File: src/rtl/quadrature_encoder_emulator.sv
// Quadrature encoder emulator: emits a commanded number of A/B edges, one every
// cmd_interval clocks, in the commanded direction. The phase carries over between commands.
module quadrature_encoder_emulator #(
    parameter int unsigned EDGE_COUNT_RESOLUTION = 16,
    parameter int unsigned INTERVAL_WIDTH        = 24
) (
    input  logic                             clk_in,
    input  logic                             reset_in,
    input  logic                             cmd_valid,
    output logic                             cmd_ready,
    input  logic [EDGE_COUNT_RESOLUTION-1:0] cmd_edges,
    input  logic [INTERVAL_WIDTH-1:0]        cmd_interval,
    input  logic                             cmd_dir,
    input  logic                             abort,
    output logic                             tach_a,
    output logic                             tach_b,
    output logic                             busy,
    output logic                             done,
    output logic [EDGE_COUNT_RESOLUTION-1:0] edges_emitted
);

    localparam int unsigned EW = EDGE_COUNT_RESOLUTION;
    localparam int unsigned IW = INTERVAL_WIDTH;

    typedef enum logic {
        IDLE = 1'b0,
        RUN  = 1'b1
    } state_t;

    state_t        state_q, state_d;
    logic [EW-1:0] target_q, target_d;
    logic [EW-1:0] emitted_q, emitted_d;
    logic [IW-1:0] interval_q, interval_d;
    logic [IW-1:0] cnt_q, cnt_d;
    logic          dir_q, dir_d;
    logic [1:0]    phase_q, phase_d;
    logic          tach_a_q, tach_a_d;
    logic          tach_b_q, tach_b_d;
    logic          done_q, done_d;

    // State and datapath registers
    always_ff @(posedge clk_in or posedge reset_in) begin
        if (reset_in) begin
            state_q    <= IDLE;
            target_q   <= '0;
            emitted_q  <= '0;
            interval_q <= '0;
            cnt_q      <= '0;
            dir_q      <= 1'b0;
            phase_q    <= 2'd0;
            tach_a_q   <= 1'b0;
            tach_b_q   <= 1'b0;
            done_q     <= 1'b0;
        end else begin
            state_q    <= state_d;
            target_q   <= target_d;
            emitted_q  <= emitted_d;
            interval_q <= interval_d;
            cnt_q      <= cnt_d;
            dir_q      <= dir_d;
            phase_q    <= phase_d;
            tach_a_q   <= tach_a_d;
            tach_b_q   <= tach_b_d;
            done_q     <= done_d;
        end
    end

    // Next-state: accept in IDLE, pace edges in RUN; abort takes priority over an edge
    always_comb begin
        state_d    = state_q;
        target_d   = target_q;
        emitted_d  = emitted_q;
        interval_d = interval_q;
        cnt_d      = cnt_q;
        dir_d      = dir_q;
        phase_d    = phase_q;
        done_d     = 1'b0;

        if (state_q == IDLE) begin
            if (cmd_valid) begin
                target_d   = cmd_edges;
                interval_d = (cmd_interval == '0) ? IW'(1) : cmd_interval;
                dir_d      = cmd_dir;
                cnt_d      = '0;
                emitted_d  = '0;
                if (cmd_edges == '0) begin
                    done_d = 1'b1;
                end else begin
                    state_d = RUN;
                end
            end
        end else begin
            if (abort) begin
                state_d = IDLE;
            end else if (cnt_q == interval_q - IW'(1)) begin
                cnt_d     = '0;
                phase_d   = dir_q ? (phase_q - 2'd1) : (phase_q + 2'd1);
                emitted_d = emitted_q + EW'(1);
                if (emitted_q == target_q - EW'(1)) begin
                    state_d = IDLE;
                    done_d  = 1'b1;
                end
            end else begin
                cnt_d = cnt_q + IW'(1);
            end
        end

        // Gray mapping p0:00 p1:10 p2:11 p3:01, registered so A/B never glitch
        tach_a_d = phase_d[0] ^ phase_d[1];
        tach_b_d = phase_d[1];
    end

    assign cmd_ready     = (state_q == IDLE);
    assign busy          = (state_q == RUN);
    assign tach_a        = tach_a_q;
    assign tach_b        = tach_b_q;
    assign done          = done_q;
    assign edges_emitted = emitted_q;

endmodule

File: config.mk
export PLATFORM = sky130hd
export DESIGN_NAME = quadrature_encoder_emulator
export DESIGN_NICKNAME = d
export VERILOG_FILES = /design/src/rtl/quadrature_encoder_emulator.sv
export SDC_FILE = /design/constraint.sdc
export NUM_CORES = 1
export LEC_CHECK = 0
export ABC_AREA = 1
export BUFFER_PORTS_ARGS = -buffer_cell sky130_fd_sc_hd__clkbuf_2
export CELL_PAD_IN_SITES_DETAIL_PLACEMENT = 0
export CELL_PAD_IN_SITES_GLOBAL_PLACEMENT = 1
export CORE_MARGIN = 3
export CORE_UTILIZATION = 25
export CTS_BUF_LIST = sky130_fd_sc_hd__clkbuf_16
export DETAILED_ROUTE_END_ITERATION = 8
export PLACE_DENSITY = 0.5
export SYNTH_ARGS = -nofsm -noshare
export SYNTH_HDL_FRONTEND = slang
export SYNTH_SLANG_ARGS = --single-unit
File: constraint.sdc
create_clock -name clk_in -period 5.5 [get_ports clk_in]
set_input_delay 0.275 -clock clk_in [delete_from_list [all_inputs] [get_ports clk_in]]
set_output_delay 0.275 -clock clk_in [all_outputs]
set_load 0.03 [all_outputs]
==> impl_metrics.env, run 1 <==
export IMPL_cts_resized=0
export IMPL_met3_length_um=357
export IMPL_grt_overflow=0
export IMPL_ys_ff_latch=86
export IMPL_max_slew_margin_pct=41.3
export IMPL_die_h_um=160
export IMPL_clock_sinks=86
export IMPL_hold_viol=0
export IMPL_power_density_mw_per_mm2=310
export IMPL_end_kind="flip-flop"
export IMPL_period_minus_slack_ps=3290
export IMPL_wirelength_met1_um=9330
export IMPL_netlist_instances=839
export IMPL_arrival_ps=3480
export IMPL_fill_cells=2594
export IMPL_h_tree_depth=3
export IMPL_synth_edf_count=0
export IMPL_place_ws_ps=2200
export IMPL_status="complete, no violations"
export IMPL_setup_worst_path_start="busy"
export IMPL_root_buffer="clkbuf_16"
export IMPL_p_leak_uw=0.00336
export IMPL_highest_layer="met4"
export IMPL_async_flop_share_pct=100
export IMPL_worst_r2r_setup_slack_ps=2210
export IMPL_dpl_hpwl_um=15300
export IMPL_diodes=0
export IMPL_routed_via_count=5381
export IMPL_fmax_mhz=304
export IMPL_synth_yosys_seq_area_share_pct=36.2
export IMPL_r2r_cells=11
export IMPL_drcViolationCount=0
export IMPL_grt_pass1_vias=5442
export IMPL_setup_tns_ps=0
export IMPL_startpoint_type="flip-flop"
export IMPL_postCtsSetupBuffers=0
export IMPL_postRouteAntennaNets=0
export IMPL_max_stage_delay_ps=920
export IMPL_synthToLayoutAreaGrowth_pct=16.1
export IMPL_drt_iter0_markers=279
export IMPL_start_util_pct=25.9
export IMPL_dieArea_mm2=0.0257
export IMPL_grt_pass1_wl_um=31300
export IMPL_viasPerCell=4.43
export IMPL_firstDrtPassIters=4
export IMPL_wirelength_um=19200
export IMPL_grt_max_degree=58
export IMPL_gp_congestion=0.792
export IMPL_ys_types=40
export IMPL_antenna_found_initial=0
export IMPL_power_uw=2140
export IMPL_die_w_um=160
export IMPL_setup_viol=0
export IMPL_crit_path_cell_trace="inv_1, nor2_2, nor2_2, inv_2, nand4_1, nor3_2, nand2_1, nor2_1, nand2_1, xor2_1, a21oi_1"
export IMPL_grt_total_usage_pct=15.4
export IMPL_crit_end="cnt_q[23]"
export IMPL_slew_viol_final=0
export IMPL_syn_nets=888
export IMPL_syn_area_mm2=0.00595
export IMPL_cap_violations=0
export IMPL_io_pins=66
export IMPL_dp_cells=1200
export IMPL_holdWs_ps=134
export IMPL_cts_clk_slew_worst_paths_ps=60
export IMPL_dr_wl_met2_um=9300
export IMPL_fin_nets=948
export IMPL_ir_worst_vdd_v=0.000124
export IMPL_min_path_type="in -> reg"
export IMPL_reg2reg_from="busy"
export IMPL_num_rows=55
export IMPL_port_buffers=65
export IMPL_syn_area_per_cell_um2=7.09
export IMPL_crit_buf_inv=2
export IMPL_clock_skew_ps=9.15
export IMPL_wl_per_cell_um=15.8
export IMPL_cp_data_required_time_ps=5690
export IMPL_fin_crit_sh_pct=59.7
export IMPL_drive_gt1_share_pct=16.1
export IMPL_final_cells=1216
export IMPL_crit_cells=11
export IMPL_cts_tree="yes"
export IMPL_finalWorstSetupSlack_ps=2210
export IMPL_core_mm2=0.0230
export IMPL_cp_max_fo=22
export IMPL_synth_ff_type="dfrtp_1"
export IMPL_r2r_end="cnt_q[23]"
export IMPL_rsz0062_at_grt="false"
export IMPL_worst_pin_slew_ps=880
export IMPL_crit_family="simple AND/OR/NAND/NOR gates"
export IMPL_clk_latency_ps=340
export IMPL_critical_path_slowest_cell="dfrtp_1"
export IMPL_numCtsBuffers=9
export IMPL_path_class="reg -> reg"
export IMPL_clock_path_buffers=2
export IMPL_ys_warn_count=0
==> routing by layer <==
metal / vias to the layer above / global-route usage (%)
li1: 2794 / -
met1: 2515 / 21.1
met2: 57 / 26.1
met3: 15 / 1.87
met4: 0 / 3.51
met5: - / 0
==> registers in the layout, summed over array words and instances, names as in the netlist <==
signal	count
busy	1
edges_emitted	16
dir_q	1
done	1
tach_a	1
interval_q	24
phase_q	2
target_q	16
cnt_q	24
==> layout make-up <==
class	count	area, um^2	area share [%]
multi-input combinational	635	3330	48.2
tap	313	392	5.67
sequential	86	2150	31.2
clock buffer	9	225	3.26
clock inverter	6	80.1	1.16
timing repair buffer	69	358	5.18
inverter	98	369	5.34
==> through the flow <==
stage	util, %	instance area [um^2]
after floorplan	-	5950
after global placement	28.7	6590
after detailed placement	28.7	6590
after CTS	30.0	6910
after global routing	30.0	6910
final	30.0	6910
==> tightest hold or removal path: cells and delay by family <==
family,cells,cell delay (ps)
buffers and inverters,1,70
and+or+nand+nor,2,90
==> layout by cell type, fill, tap and decap left out, types with 2 or more instances in the layout <==
cell type	n
o21ai_0	27
buf_4	3
nand3b_1	4
nand2_1	254
nand4_1	25
o21ai_2	16
nor2_8	2
a21oi_1	18
nor2_1	77
nor2_4	3
inv_2	3
inv_1	95
ha_1	4
clkbuf_16	9
nand2_2	17
and2_0	2
nor2_2	10
and2_1	3
nor4_1	14
clkinv_2	2
dfrtp_1	86
nand3_1	53
and3_1	4
clkbuf_2	65
xnor2_1	24
bufinv_16	2
nand2_4	3
nor3_1	17
xor2_1	41
or2_2	7
or4_1	2
==> report_power, final <==
part	leakage, uW	switching [uW]	internal [uW]
Clock	0.000154	263	392
Combinational	0.00208	436	217
Sequential	0.00113	120	715
Total	0.00336	820	1320
==> worst min path at each step <==
| stage | startpoint | endpoint | slack, ps | cells past startpoint |
|---|---|---|---|---|
| after global routing | cmd_dir | dir_q | 130 | 3 |
| final | cmd_dir | dir_q | 130 | 3 |
| after CTS | cmd_dir | dir_q | 120 | 3 |
| after detailed placement | reset_in | cnt_q[0] | 340 | 2 |
| after floorplan | cmd_dir | dir_q | 390 | 2 |
| after global placement | reset_in | target_q[6] | 340 | 2 |
==> repair_timing <==
action	4_1_cts	5_1_grt
hold buffers	1	0
hold endpoints to repair	29	0
setup endpoints to repair	0	0
==> cells in the mapped netlist, types with 7 or more instances <==
cell / instances / area [um^2]
o21ai_2: 16 / 140
nand3_1: 53 / 265
nor3_1: 17 / 85.1
nor4_1: 14 / 87.6
dfrtp_1: 86 / 2150
xor2_1: 41 / 359
o21ai_0: 27 / 135
inv_1: 94 / 353
a21oi_1: 18 / 90.1
clkbuf_1: 12 / 45.0
nand2_2: 17 / 106
nand4_1: 25 / 156
or2_2: 7 / 43.8
nor2_1: 77 / 289
xnor2_1: 24 / 210
nand2_1: 254 / 953
nor2_2: 11 / 68.8
==> cells by family after synthesis <==
logic type | after synthesis | synth area share (%)
simple gates | 499 | 38.2
buf+inv | 118 | 7.91
flops | 86 | 36.2
compound gates | 66 | 6.94
xor+xnor | 66 | 9.95
fa+ha+maj | 4 | 0.841
No activity file was read; power rests on OpenSTA's default activity.
==> inputs of run 2 (changes only) <==
--- a/config.mk
+++ b/config.mk
@@ -13,7 +13,7 @@
 export CORE_UTILIZATION = 25
 export CTS_BUF_LIST = sky130_fd_sc_hd__clkbuf_16
 export DETAILED_ROUTE_END_ITERATION = 8
-export PLACE_DENSITY = 0.5
+export PLACE_DENSITY = 0.52
 export SYNTH_ARGS = -nofsm -noshare
 export SYNTH_HDL_FRONTEND = slang
 export SYNTH_SLANG_ARGS = --single-unit
==> constraint.sdc (replaced) <==
create_clock -name clk_in -period 2.8 [get_ports clk_in]
set_input_delay 0.14 -clock clk_in [delete_from_list [all_inputs] [get_ports clk_in]]
set_output_delay 0.14 -clock clk_in [all_outputs]
set_load 0.03 [all_outputs]
==> run 2 against run 1 <==
Total power grew 95%. Routed wire length fell by 2.4%. Highest routed layer unchanged. Sequential share of layout area fell by 0.53 points. Combinational power grew 110%. First-iteration DRC count down 1.8%. Setup slack got worse by 1900 ps. Critical path depth increased by 3. Clock skew is 1.6 ps lower. Via count about the same. Fmax increased by 30%. Critical endpoint is now cnt_q[5].
==> impl_metrics.env, run 2 (same netlist as run 1, synthesis figures left out) <==
export IMPL_status="complete, no violations"
export IMPL_layout_commonest_cell="nand2_1"
export IMPL_r2r_cells=14
export IMPL_end_kind="flip-flop"
export IMPL_viasPerCell=4.38
export IMPL_top_regs="cnt_q: 24 flops, interval_q: 24 flops"
export IMPL_die_w_um=160
export IMPL_final_cells=1228
export IMPL_worst_pin_slew_ps=628
export IMPL_routed_via_count=5378
export IMPL_reg2reg_from="interval_q[3]"
export IMPL_crit_top_cell="nand2_1"
export IMPL_ir_worst_vdd_v=0.000372
export IMPL_setup_worst_path_start="interval_q[3]"
export IMPL_worst_r2r_setup_slack_ps=270
export IMPL_grt_pass1_vias=5414
export IMPL_diodes=0
export IMPL_slew_viol_final=0
export IMPL_power_uw=4170
export IMPL_clock_path_buffers=2
export IMPL_fin_crit_sh_pct=90.2
export IMPL_wirelength_um=18800
export IMPL_final_core_util_pct=30.6
export IMPL_min_to="target_q[4]"
export IMPL_cts_clk_slew_worst_paths_ps=70
export IMPL_port_buffers=65
export IMPL_gp_congestion=0.771
export IMPL_min_path_type="in -> reg"
export IMPL_h_tree_depth=3
export IMPL_path_class="reg -> reg"
export IMPL_dp_cells=1208
export IMPL_grt_total_usage_pct=15.0
export IMPL_clock_sinks=86
export IMPL_core_mm2=0.0230
export IMPL_synthToLayoutAreaGrowth_pct=18.1
export IMPL_dpl_hpwl_um=14900
export IMPL_final_cell_mix="254 x nand2_1, 94 x inv_1, 86 x dfrtp_1"
export IMPL_r2r_end="cnt_q[5]"
export IMPL_postRouteAntennaNets=0
export IMPL_fmax_mhz=396
export IMPL_cp_data_required_time_ps=3030
export IMPL_crit_path_cell_trace="nor2_2, nand3_1, nor2_1, nand2_1, nand2_1, nand2_1, nor2_1, nand2_1, inv_1, nand2_1, o21ai_4, nand2_8, buf_12, and3_1"
export IMPL_grt_max_degree=87
export IMPL_die_h_um=160
export IMPL_cap_violations=0
export IMPL_holdPathStages=3
export IMPL_clk_latency_ps=350
export IMPL_arrival_ps=2750
export IMPL_cts_tree="yes"
export IMPL_fin_area_mm2=0.00703
export IMPL_drt_iter0_markers=274
export IMPL_drcViolationCount=0
export IMPL_setup_tns_ps=0
export IMPL_max_slew_margin_pct=58.0
export IMPL_grt_pass1_wl_um=30300
export IMPL_max_stage_delay_ps=470
export IMPL_rsz0062_at_grt="false"
export IMPL_clock_skew_ps=7.60
export IMPL_root_buffer="clkbuf_16"
export IMPL_wl_per_cell_um=15.3
export IMPL_worstHoldStart="cmd_edges[4]"
export IMPL_drive_gt1_share_pct=17.0
export IMPL_critical_path_slowest_cell="dfrtp_1"
export IMPL_cp_max_fo=26
export IMPL_period_minus_slack_ps=2530
export IMPL_dieArea_mm2=0.0257
export IMPL_num_rows=55
export IMPL_antenna_found_initial=0
export IMPL_fin_nets=959
export IMPL_start_util_pct=25.9
export IMPL_grt_overflow=0
export IMPL_power_density_mw_per_mm2=593
export IMPL_placed_area_mm2=0.00668
export IMPL_startpoint_type="flip-flop"
export IMPL_numCtsBuffers=9
export IMPL_firstDrtPassIters=4
export IMPL_hold_viol=0
export IMPL_p_leak_uw=0.00340
export IMPL_io_pins=66
export IMPL_setup_viol=0
==> run 2: worst max-delay path by stage <==
stage,end,depth (start not counted)
after floorplan,busy,1
after global placement,cnt_q[8],17
after detailed placement,cnt_q[8],17
after CTS,cnt_q[8],17
after global routing,cnt_q[5],15
final,cnt_q[5],14
==> run 2: final cells by class <==
cell class              count  area [um^2]
repair buffers             80          473
inverters                  98          372
clock inverters             7         66.3
clock buffers               9          225
multi-input cells         635         3350
fillers                  2593        16000
flip-flops and latches     86         2150
well taps                 313          392
==> run 2: timing repair <==
action	in CTS	in global routing
hold buffers	4	0
endpoints found under the setup margin	0	16
resized for setup	0	4
endpoints found under the hold margin	89	0
setup buffers	0	0
==> run 2: worst max-delay path, delay by kind of cell (launching register included) <==
family / cells / cell delay, ps
AND/OR/NAND/NOR: 11 / 1440
flip-flops: 1 / 470
buffers and inverters: 2 / 260
AO/OA/AOI/OAI: 1 / 220
==> run 2: metrics by stage <==
step	hold slack, ps	worst slack, ps
final	13.5	274
after global routing	25.8	22.5
after CTS	1.71	105
after detailed placement	286	140
after global placement	281	107
after floorplan	257	438
==> run 2: where the power goes <==
group          internal, uW  switching, uW  leakage [uW]
logic                   459            880       0.00214
registers              1400            219       0.00113
clock network           685            522      0.000140
total                  2550           1620       0.00340
==> run 2: per-layer routing <==
layer	up-vias	global-route usage [%]	wire length [um]
li1	2816	-	-
met1	2477	20.4	9100
met2	74	25.3	9010
met3	11	2.08	442
met4	0	3.31	212
met5	-	0	0
